--- src/rtl/sram_stream_reader.sv ---
// Streams a burst of consecutive SRAM words to a valid/ready sink, one word in flight at a time.
// Each word is fetched, held until the sink accepts it, then the next address is issued.
module sram_stream_reader #(
  parameter int DATA_WIDTH   = 8,
  parameter int ADDR_WIDTH   = 8,
  parameter int READ_LATENCY = 1
) (
  input  logic                  clk,
  input  logic                  rst,
  input  logic                  start,
  input  logic [ADDR_WIDTH-1:0] baseAddr,
  input  logic [ADDR_WIDTH:0]   count,
  output logic [ADDR_WIDTH-1:0] sramAddr,
  output logic                  sramWr,
  output logic [DATA_WIDTH-1:0] sramDataIn,
  input  logic [DATA_WIDTH-1:0] sramDataOut,
  output logic                  outValid,
  output logic [DATA_WIDTH-1:0] outData,
  input  logic                  outReady,
  output logic                  busy,
  output logic                  done
);

  typedef enum logic [1:0] {
    S_IDLE = 2'd0,
    S_WAIT = 2'd1,
    S_OUT  = 2'd2
  } state_t;

  localparam logic [2:0]            LAT      = 3'(READ_LATENCY);
  localparam logic [ADDR_WIDTH-1:0] ADDR_ONE = ADDR_WIDTH'(1);
  localparam logic [ADDR_WIDTH:0]   REM_ONE  = (ADDR_WIDTH+1)'(1);

  state_t                  state_q, state_d;
  logic [ADDR_WIDTH-1:0]   addr_q, addr_d;
  logic [ADDR_WIDTH:0]     remaining_q, remaining_d;
  logic [2:0]              wait_cnt_q, wait_cnt_d;
  logic                    out_valid_q, out_valid_d;
  logic [DATA_WIDTH-1:0]   out_data_q, out_data_d;
  logic                    busy_q, busy_d;
  logic                    done_q, done_d;

  always_ff @(posedge clk) begin
    if (rst) begin
      state_q     <= S_IDLE;
      addr_q      <= '0;
      remaining_q <= '0;
      wait_cnt_q  <= '0;
      out_valid_q <= 1'b0;
      out_data_q  <= '0;
      busy_q      <= 1'b0;
      done_q      <= 1'b0;
    end else begin
      state_q     <= state_d;
      addr_q      <= addr_d;
      remaining_q <= remaining_d;
      wait_cnt_q  <= wait_cnt_d;
      out_valid_q <= out_valid_d;
      out_data_q  <= out_data_d;
      busy_q      <= busy_d;
      done_q      <= done_d;
    end
  end

  always_comb begin
    state_d = state_q;
    unique case (state_q)
      S_IDLE: if (start && (count != '0)) state_d = S_WAIT;
      S_WAIT: if (wait_cnt_q == LAT) state_d = S_OUT;
      S_OUT:  if (outReady) state_d = (remaining_q > REM_ONE) ? S_WAIT : S_IDLE;
      default: state_d = S_IDLE;
    endcase
  end

  always_comb begin
    addr_d      = addr_q;
    remaining_d = remaining_q;
    wait_cnt_d  = wait_cnt_q;
    out_valid_d = out_valid_q;
    out_data_d  = out_data_q;
    busy_d      = busy_q;
    done_d      = 1'b0;
    unique case (state_q)
      S_IDLE: begin
        if (start) begin
          // An empty burst completes immediately without touching the SRAM.
          if (count != '0) begin
            addr_d      = baseAddr;
            remaining_d = count;
            busy_d      = 1'b1;
            wait_cnt_d  = '0;
          end else begin
            done_d = 1'b1;
          end
        end
      end
      S_WAIT: begin
        wait_cnt_d = wait_cnt_q + 3'd1;
        if (wait_cnt_q == LAT) begin
          out_data_d  = sramDataOut;
          out_valid_d = 1'b1;
        end
      end
      S_OUT: begin
        if (outReady) begin
          out_valid_d = 1'b0;
          remaining_d = remaining_q - REM_ONE;
          if (remaining_q > REM_ONE) begin
            addr_d     = addr_q + ADDR_ONE;
            wait_cnt_d = '0;
          end else begin
            busy_d = 1'b0;
            done_d = 1'b1;
          end
        end
      end
      default: ;
    endcase
  end

  assign sramAddr   = addr_q;
  assign sramWr     = 1'b0;
  assign sramDataIn = '0;
  assign outValid   = out_valid_q;
  assign outData    = out_data_q;
  assign busy       = busy_q;
  assign done       = done_q;

endmodule

--- config.mk ---
export PLATFORM = sky130hd
export DESIGN_NAME = sram_stream_reader
export DESIGN_NICKNAME = d
export VERILOG_FILES = /design/src/rtl/sram_stream_reader.sv
export SDC_FILE = /design/constraint.sdc
export NUM_CORES = 1
export LEC_CHECK = 0
export CAP_MARGIN = 40
export CORE_UTILIZATION = 38
export DETAILED_ROUTE_END_ITERATION = 6
export GPL_ROUTABILITY_DRIVEN = 0
export GPL_TIMING_DRIVEN = 0
export PLACE_DENSITY = 0.69
export SYNTH_ARGS = -nofsm -noshare
export SYNTH_HDL_FRONTEND = slang
export SYNTH_SLANG_ARGS = --single-unit
export TNS_END_PERCENT = 30
--- constraint.sdc ---
create_clock -name clk -period 1.97 [get_ports clk]
set_clock_uncertainty 0.1 [all_clocks]
set_input_delay 0.394 -clock clk [delete_from_list [all_inputs] [get_ports clk]]
set_output_delay 0.394 -clock clk [all_outputs]
set_load 0.1 [all_outputs]
# ---- Yosys cells after proc, flatten, opt, wreduce, memory -nomap -nowiden
# Cells that the tools add are included.
dict set report totals {
  ff_bits 33
  out_inout_bits 28
  wordCells 67
}
dict set report classes {
  add_sub_neg 3
  magnitude_cmp 1
  n_eq_ne 10
  muxes 32
  n_reduce_logical 13
}
# op count
set ops {}
lappend ops {{2-to-1 mux 8 bit} 4}
lappend ops {{2-to-1 mux 9 bit} 3}
lappend ops {{case mux 9 bit (2 select lines)} 1}
lappend ops {{case mux 8 bit (2 select lines)} 1}
lappend ops {{AND reduction 5 bit} 3}
lappend ops {{!= test 2 bit (second input constant)} 7}
lappend ops {{2-to-1 mux 3 bit} 4}
lappend ops {{2-to-1 mux 1 bit} 11}
lappend ops {{> comparator 9 x 1 -> 1 bit (second input constant)} 1}
lappend ops {{case mux 3 bit (3 select lines)} 1}
lappend ops {{nonzero test 9 bit} 1}
lappend ops {{subtractor 9 x 1 -> 9 bit (second input constant)} 1}
lappend ops {{adder 8 x 1 -> 8 bit (second input constant)} 1}
lappend ops {{2-to-1 mux 2 bit} 3}
lappend ops {{case mux 1 bit (2 select lines)} 3}
lappend ops {{case mux 2 bit (3 select lines)} 1}
lappend ops {{AND reduction 3 bit} 2}
lappend ops {{AND reduction 4 bit} 1}
lappend ops {{nonzero test 2 bit} 2}
lappend ops {{adder 3 x 1 -> 3 bit (second input constant)} 1}
lappend ops {{== test 3 x 1 -> 1 bit (second input constant)} 1}
lappend ops {{nonzero test 3 bit} 1}
lappend ops {{== test 2 x 1 -> 1 bit (second input constant)} 1}
lappend ops {{== test 2 bit (second input constant)} 1}
lappend ops {{3 further kinds} 3}

# ---- Depth between registers and ports, before layout
# Gate-level depths: netlist of run 1.
dict set report logic_depth {
  word_depth 4
  depth_mapped 7
  ltp_nobuf 6
}

# ---- Worst setup path before layout of run 1
# OpenSTA, ideal clock, no wires.
dict set report synth_path {
  kind {reg-to-reg}
  start {reg addr_q[0] (netlist: sramAddr[0])}
  end {reg addr_q[7] (netlist: sramAddr[7])}
  t_arrival_ns 2.019
  required_time_ns 1.798
  setup_slack_ns -0.222
  path_stages_with_launch 5
  period_less_slack_ns 2.192
  path_cell_list {dfxtp_1 nand3_1 or3_1 a31o_2 mux2i_1}
}
dict set report synth_between {
  elab_chain_len 4
}
# item line
set synth_rtl {}
lappend synth_rtl {{start: declaration} 35} ;# logic [ADDR_WIDTH-1:0] addr_q, addr_d;
lappend synth_rtl {{start signal: assignment} 55} ;# addr_q <= addr_d;
lappend synth_rtl {{adder 8 x 1 -> 8 bit} 109} ;# addr_d = addr_q + ADDR_ONE;
lappend synth_rtl {{2-to-1 mux 8 bit} 108} ;# if (remaining_q > REM_ONE) begin
lappend synth_rtl {{2-to-1 mux 8 bit} 105} ;# if (outReady) begin
lappend synth_rtl {{case mux 8 bit (2 select lines)} 83} ;# unique case (state_q)
# Every way passes these cells. The select of a mux whose other input is x is not followed.
# A chain may end at the register's enable or synchronous reset.

# ---- Final worst setup path of run 1
dict set report layout_path {
  start {reg remaining_q[0]}
  end {reg addr_q[0] (netlist: sramAddr[0])}
}
dict set report layout_between {
  elab_chain_len 3
}
# item line
set layout_rtl {}
lappend layout_rtl {{start: declaration} 36} ;# logic [ADDR_WIDTH:0] remaining_q, remaining_d;
lappend layout_rtl {{start signal: assignment} 56} ;# remaining_q <= remaining_d;
lappend layout_rtl {{> comparator 9 x 1 -> 1 bit} 108}
lappend layout_rtl {{!= test 2 bit (no source line)} n/a}
lappend layout_rtl {{AND reduction 5 bit (no source line)} n/a}
# Every way passes these cells.

==> results of run 1 <==
## layout make-up
| type | count | area (µm²) |
|---|---|---|
| Buffer | 21 | 136 |
| Clock buffer | 7 | 86.3 |
| Clock inverter | 1 | 30.0 |
| Fill cell | 405 | 1600 |
| Inverter | 12 | 45.0 |
| Multi-Input combinational cell | 183 | 1270 |
| Sequential cell | 33 | 682 |
| Tap cell | 67 | 83.8 |
| Timing Repair Buffer | 79 | 885 |
## worst register-to-register path: stages, from the launching register on
cell,delay (ns)
dfxtp_1,0.44
ha_1,0.19
o21ba_2,0.21
or4_4,0.56
and3_4,0.21
a221oi_2,0.21
## routing by layer
| layer | track usage (%) | part of all wire, % | vias up |
|---|---|---|---|
| met5 | 0 | 0 | - |
| met4 | 8.12 | 1.7 | 0 |
| met3 | 4.80 | 6.2 | 13 |
| met2 | 39.1 | 49 | 108 |
| met1 | 30.0 | 43 | 1071 |
| li1 | - | - | 1067 |
## cells in the final DEF, fill, tap and decap left out, types with 7 or more instances in the layout
master / n
clkdlybuf4s50_1: 40
nand2_1: 32
dfxtp_1: 22
buf_4: 21
a21oi_1: 20
buf_8: 18
inv_1: 12
nor2_1: 12
o21ai_0: 9
conb_1: 9
dfxtp_2: 8
nand3_1: 7
clkbuf_8: 7
o22ai_1: 7
## stage by stage
stage	utilization, %	setup TNS (ns)	instances	cell area (µm²)
2_1_floorplan	-	-0.0519	252	1980
3_3_place_gp	52.7	-12.54	366	2540
3_5_place_dp	58.9	-12.91	385	2840
4_1_cts	64.6	-0.153	402	3110
5_1_grt	66.7	-0.838	403	3210
6_report	66.7	-0.237	403	3210
## power groups by stage
stage	Clock (mW)	Combinational, mW	Sequential [mW]
finish	0.661	0.851	0.777
global route	0.704	0.893	0.783
CTS	0.672	0.804	0.771
detailed placement	0	0.756	0.780
global placement	0	0.664	0.779
floorplan	0	0.318	0.953
## what timing repair did
item | 4_1_cts | 5_1_grt
hold buffers | 0 | 0
setup buffers | 11 | 1
pin swaps | 11 | 11
endpoints found under the setup margin | 21 | 24
gates cloned | 1 | 0
gates resized for setup | 30 | 30
## Yosys cell counts (5+ instances only)
master and n:
nand2_1 34, dfxtp_1 33, a21oi_1 21, clkbuf_1 14, inv_1 12, nor2_1 12, buf_4 9, o21ai_0 9
nand3_1 7, o22ai_1 7, a221oi_1 5, ha_1 5, nor3_1 5, o211ai_1 5, or3_1 5
## cells by family (layout without fill, tap and decap cells)
kind of cell / count (synthesis) / in the layout / synth area share (%)
buf+inv: 36 / 120 / 9.09
other cells: 1 / 9 / 0.193
fa+ha+maj: 5 / 5 / 3.22
compound gates: 77 / 77 / 28.0
flops: 33 / 33 / 34.0
simple gates: 90 / 90 / 24.4
mux: 2 / 2 / 1.03
## worst paths after layout
kind	end	slack (ns)	cells past startpoint	startpoint
setup reg to reg	sramAddr[0]	-0.04	5	remaining_q[0]
hold reg to reg	outData[0]	0.35	2	outData[0]
setup / recovery	sramAddr[0]	-0.04	5	remaining_q[0]
hold / removal	outData[0]	0.35	2	outData[0]
## sequential cells by signal, summed over array words and instances (netlist names)
signal,count
remaining_q,9
busy,1
outData,8
done,1
wait_cnt_q,3
outValid,1
sramAddr,8
state_q,2
==> reports/metrics.yaml, run 1 <==
power:
  leakage_nw: 1.24
  seq_power_share_pct: 33.9
  p_per_area_nw_per_um2: 712
  switching_share_pct: 35.7
  power_frac_comb_pct: 37.2
  intPower_mw: 1.47
  p_sw_uw: 817
  p_clk_share_pct: 28.9
  vdd_drop_max_uv: 316
  p_total_mw: 2.29
clock_tree:
  cts_tree: "yes"
  cts_buffers: 5
  clkLatencyLatePin_ns: 0.28
  cts_buffer_depth: 2
  htreeDepth: 2
  cts_sinks: 33
  path_clk_slew_ns: 0.07
  clock-root-buffer: "clkbuf_8"
setup_path:
  path_class: "flop to flop"
  setup.worst_path.end_class: "flop"
  cp.required_ns: 2.06
  cp.arrival_ns: 2.10
  cp_num_buf_inv: 0
  cp_slowest_cell: "or4_4"
  cp_slowest_stage_delay_ns: 0.56
  path_cells: "ha_1 -> o21ba_2 -> or4_4 -> and3_4 -> a221oi_2"
  cp-start-kind: "flop"
  path_max_fanout: 6
  path_delay_family: "simple AND/OR/NAND/NOR gates"
detailed_routing:
  wl_mm: 6.33
  drt_iter0_markers: 153
  drc: 0
  dr.pass1.iters: 4
  num_vias: 2259
  wl_per_cell_um: 15.7
  vias_per_cell: 5.61
  drtAntennaViolNets: 0
floorplan:
  die_w_um: 73.5
  start_util_pct: 40.3
  boundaryPins: 57
  die_h_um: 73.5
  die_area_um2: 5400
  coreArea_um2: 4820
  num_rows: 25
placed_design:
  place_ws_ns: -0.671
  dp_hpwl_mm: 4.32
  port_buffers: 47
sta:
  slew-limit-headroom_pct: 54.7
  finalSetupViolCount: 11
  fin_crit_sh_pct: 102
  finalHoldWorstSlack_ns: 0.354
  fmax_mhz: 497
  worst_pin_slew_ns: 0.677
  finalMaxSlewViolations: 0
  fin_crit_ns: 2.01
  setup_slack_ns: -0.0426
  rsz0062_at_grt: "true"
  hold_viol: 0
status:
  violations: "setup timing"
  status: "finished with violations"
logic_synthesis:
  syn-mean-instance-area_um2: 7.95
  ys_ff_latch: 33
  ys_types: 51
  syn_area_um2: 1940
  synth_area_leaders: "dfxtp_1, nand2_1, a21oi_1, buf_4, ha_1"
  synth_edf_count: 0
  ys_seq_area_share_pct: 34.0
  yosysWarnings: 0
  synth_top_area_cell: "dfxtp_1"
  synth_top_area_share_pct: 34.0
  synth_top_flop_cell: "dfxtp_1"
  async_flop_share_pct: 0
  synthCells: 244
hold_path:
  hold_path.class: "flop to flop"
run:
  drv_cap: 0
final_layout:
  area_delta_synth_final_pct: 65.6
  antenna_cells: 0
  final_nets: 369
  drive_above_1_share_pct: 28.9
global_route:
  grt_pass1_vias: 2132
  grt_overflow: 0
  grt_start_max_net_pins: 11
  grt_pass1_wl_mm: 9.77
  track_usage_pct: 23.5
  antenna_found_initial: 0
Power figures use the tool's default switching activity.
==> inputs of run 2 (changes only) <==
--- a/config.mk
+++ b/config.mk
@@ -11,6 +11,7 @@
 export GPL_ROUTABILITY_DRIVEN = 0
 export GPL_TIMING_DRIVEN = 0
 export PLACE_DENSITY = 0.69
+export RECOVER_POWER = 100
 export SYNTH_ARGS = -nofsm -noshare
 export SYNTH_HDL_FRONTEND = slang
 export SYNTH_SLANG_ARGS = --single-unit
==> reports/metrics.yaml, run 2 (synthesis gave the netlist of run 1 again) <==
placed_design:
  postPlaceCellArea_um2: 2840  # unchanged
  dp_hpwl_mm: 4.32  # unchanged
  dp_cells: 385  # unchanged
  port_buffers: 47  # unchanged
sta:
  setup_slack_ns: -0.0396  # +0.00301 ns
  fin_crit_sh_pct: 102  # -0.15 points
  fmax_mhz: 498  # +0.15%
  finalSetupViolCount: 13  # +2
  worst_pin_slew_ns: 0.657  # -0.0203 ns
  rsz0062_at_grt: "true"
  slew-limit-headroom_pct: 56.0  # +1.4 points
  fin_crit_ns: 2.01  # -0.00301 ns
  setup-tns-final_ns: -0.239  # -0.00115 ns
  hold_viol: 0  # unchanged
  finalMaxSlewViolations: 0  # unchanged
setup_path:
  crit_top_cell: "buf_4"
  cp.required_ns: 2.07  # about the same
  worst-r2r-cell-count: 5  # unchanged
  cp_slowest_cell: "clkdlybuf4s50_1"
  path_class: "input port to flop"
  path_cells: "clkdlybuf4s50_1 -> nor3b_4 -> buf_4 -> o31ai_4 -> buf_4 -> a211o_1 -> a221oi_2"
  cp-start-kind: "input port"
  setup.worst_path.end_class: "flop"
  cp_slowest_stage_delay_ns: 0.52  # -0.04 ns
  cp_num_buf_inv: 3  # +3
  path_delay_family: "buffers and inverters"
  crit_cells: 7  # +2
  cp.arrival_ns: 2.11  # about the same
  path_max_fanout: 5  # -1
detailed_routing:
  num_vias: 2252  # -0.31%
  wl_per_cell_um: 15.7  # about the same
  drtAntennaViolNets: 0  # unchanged
  drc: 0  # unchanged
  vias_per_cell: 5.59  # -0.31%
  drt_iter0_markers: 150  # -2.0%
  dr.pass1.iters: 4  # unchanged
  wl_mm: 6.32  # about the same
final_layout:
  area_delta_synth_final_pct: 59.6
  mostFrequentLayoutCells: "clkdlybuf4s50_1, buf_4, nand2_1"
  final_nets: 369  # unchanged
  largest_register: "remaining_q"
  stdcell_count: 403  # unchanged
  antenna_cells: 0  # unchanged
  largest_reg_flops: 9  # unchanged
  fin_util_pct: 64.3  # -2.4 points
  final_common_cell: "clkdlybuf4s50_1"
  fill_cells: 427  # +5.4%
  drive_above_1_share_pct: 28.9  # unchanged
  final_area_um2: 3100  # -3.7%
floorplan:
  die_area_um2: 5400  # unchanged
  coreArea_um2: 4820  # unchanged
  num_rows: 25  # unchanged
  die_h_um: 73.5  # unchanged
  die_w_um: 73.5  # unchanged
  start_util_pct: 40.3  # unchanged
  boundaryPins: 57  # unchanged
status:
  violations: "setup timing"
  status: "finished with violations"
global_route:
  grt_pass1_wl_mm: 9.77  # unchanged
  grt_pass1_vias: 2132  # unchanged
  track_usage_pct: 23.5  # unchanged
  grt_start_max_net_pins: 11  # unchanged
  antenna_found_initial: 0  # unchanged
  grt_overflow: 0  # unchanged
power:
  vdd_drop_max_uv: 317  # +0.29%
  leakage_nw: 1.21  # -2.5%
  p_total_mw: 2.25  # -1.6%
  p_per_area_nw_per_um2: 727  # +2.1%
clock_tree:
  clock-root-buffer: "clkbuf_8"
  htreeDepth: 2  # unchanged
  clkLatencyLatePin_ns: 0.28  # about the same
  path_clk_slew_ns: 0.07  # about the same
  cts_tree: "yes"
  cts_sinks: 33  # unchanged
  cts_hold_buf: 0  # unchanged
  cts_buffers: 5  # unchanged
  cts_buffer_depth: 2  # unchanged
hold_path:
  hold_path.class: "flop to flop"
  hold_depth: 2  # unchanged
run:
  drv_cap: 0  # unchanged
## run 2: final timing paths
kind / from / to / slack, ns
max: start / sramAddr[2] / -0.04
min reg2reg: outData[0] / outData[0] / 0.35
max reg2reg: remaining_q[0] / sramAddr[0] / -0.04
min: outData[0] / outData[0] / 0.35
## run 2: layer usage
metal	GRT usage [%]	share of wire, %	up-vias
li1	-	-	1066
met1	30.0	42	1065
met2	39.1	49	105
met3	4.80	7.7	16
met4	8.12	1.8	0
met5	0	0	-
## run 2: what timing repair did
action,CTS,global route
pin swaps,11,11
buffers inserted,11,1
endpoints found under the setup margin,21,24
cloned,1,0
gates resized for setup,30,30
hold endpoints to repair,0,0
## run 2: layout make-up
class | instances | area (µm²) | share of cell area [%]
flip-flops and latches | 33 | 682 | 22.0
multi-input cells | 183 | 1270 | 40.9
inverters | 12 | 45.0 | 1.45
well taps | 67 | 83.8 | 2.71
plain buffers | 21 | 136 | 4.40
repair buffers | 79 | 767 | 24.8
clock buffers | 7 | 86.3 | 2.79
clock inverters | 1 | 30.0 | 0.970
## run 2: worst reg2reg max path, cell delays in order, from the launching register on
cell and delay (ns):
dfxtp_1 0.44, ha_1 0.19, o21ba_2 0.21, or4_4 0.56, and3_4 0.21, a221oi_2 0.21
## run 2: power by group
group / leakage, nW / switching, mW / internal, mW / total (mW)
combinational: 0.875 / 0.502 / 0.314 / 0.816
clock: 0.0585 / 0.247 / 0.412 / 0.660
sequential: 0.275 / 0.0576 / 0.719 / 0.776
total: 1.21 / 0.807 / 1.44 / 2.25
## run 2: through the flow
step	worst slack [ns]	hold slack, ns
3_5_place_dp	-0.671	0.346
2_1_floorplan	-0.0262	0.351
3_3_place_gp	-0.645	0.343
4_1_cts	-0.0355	0.355
5_1_grt	-0.0999	0.387
6_report	-0.0396	0.354
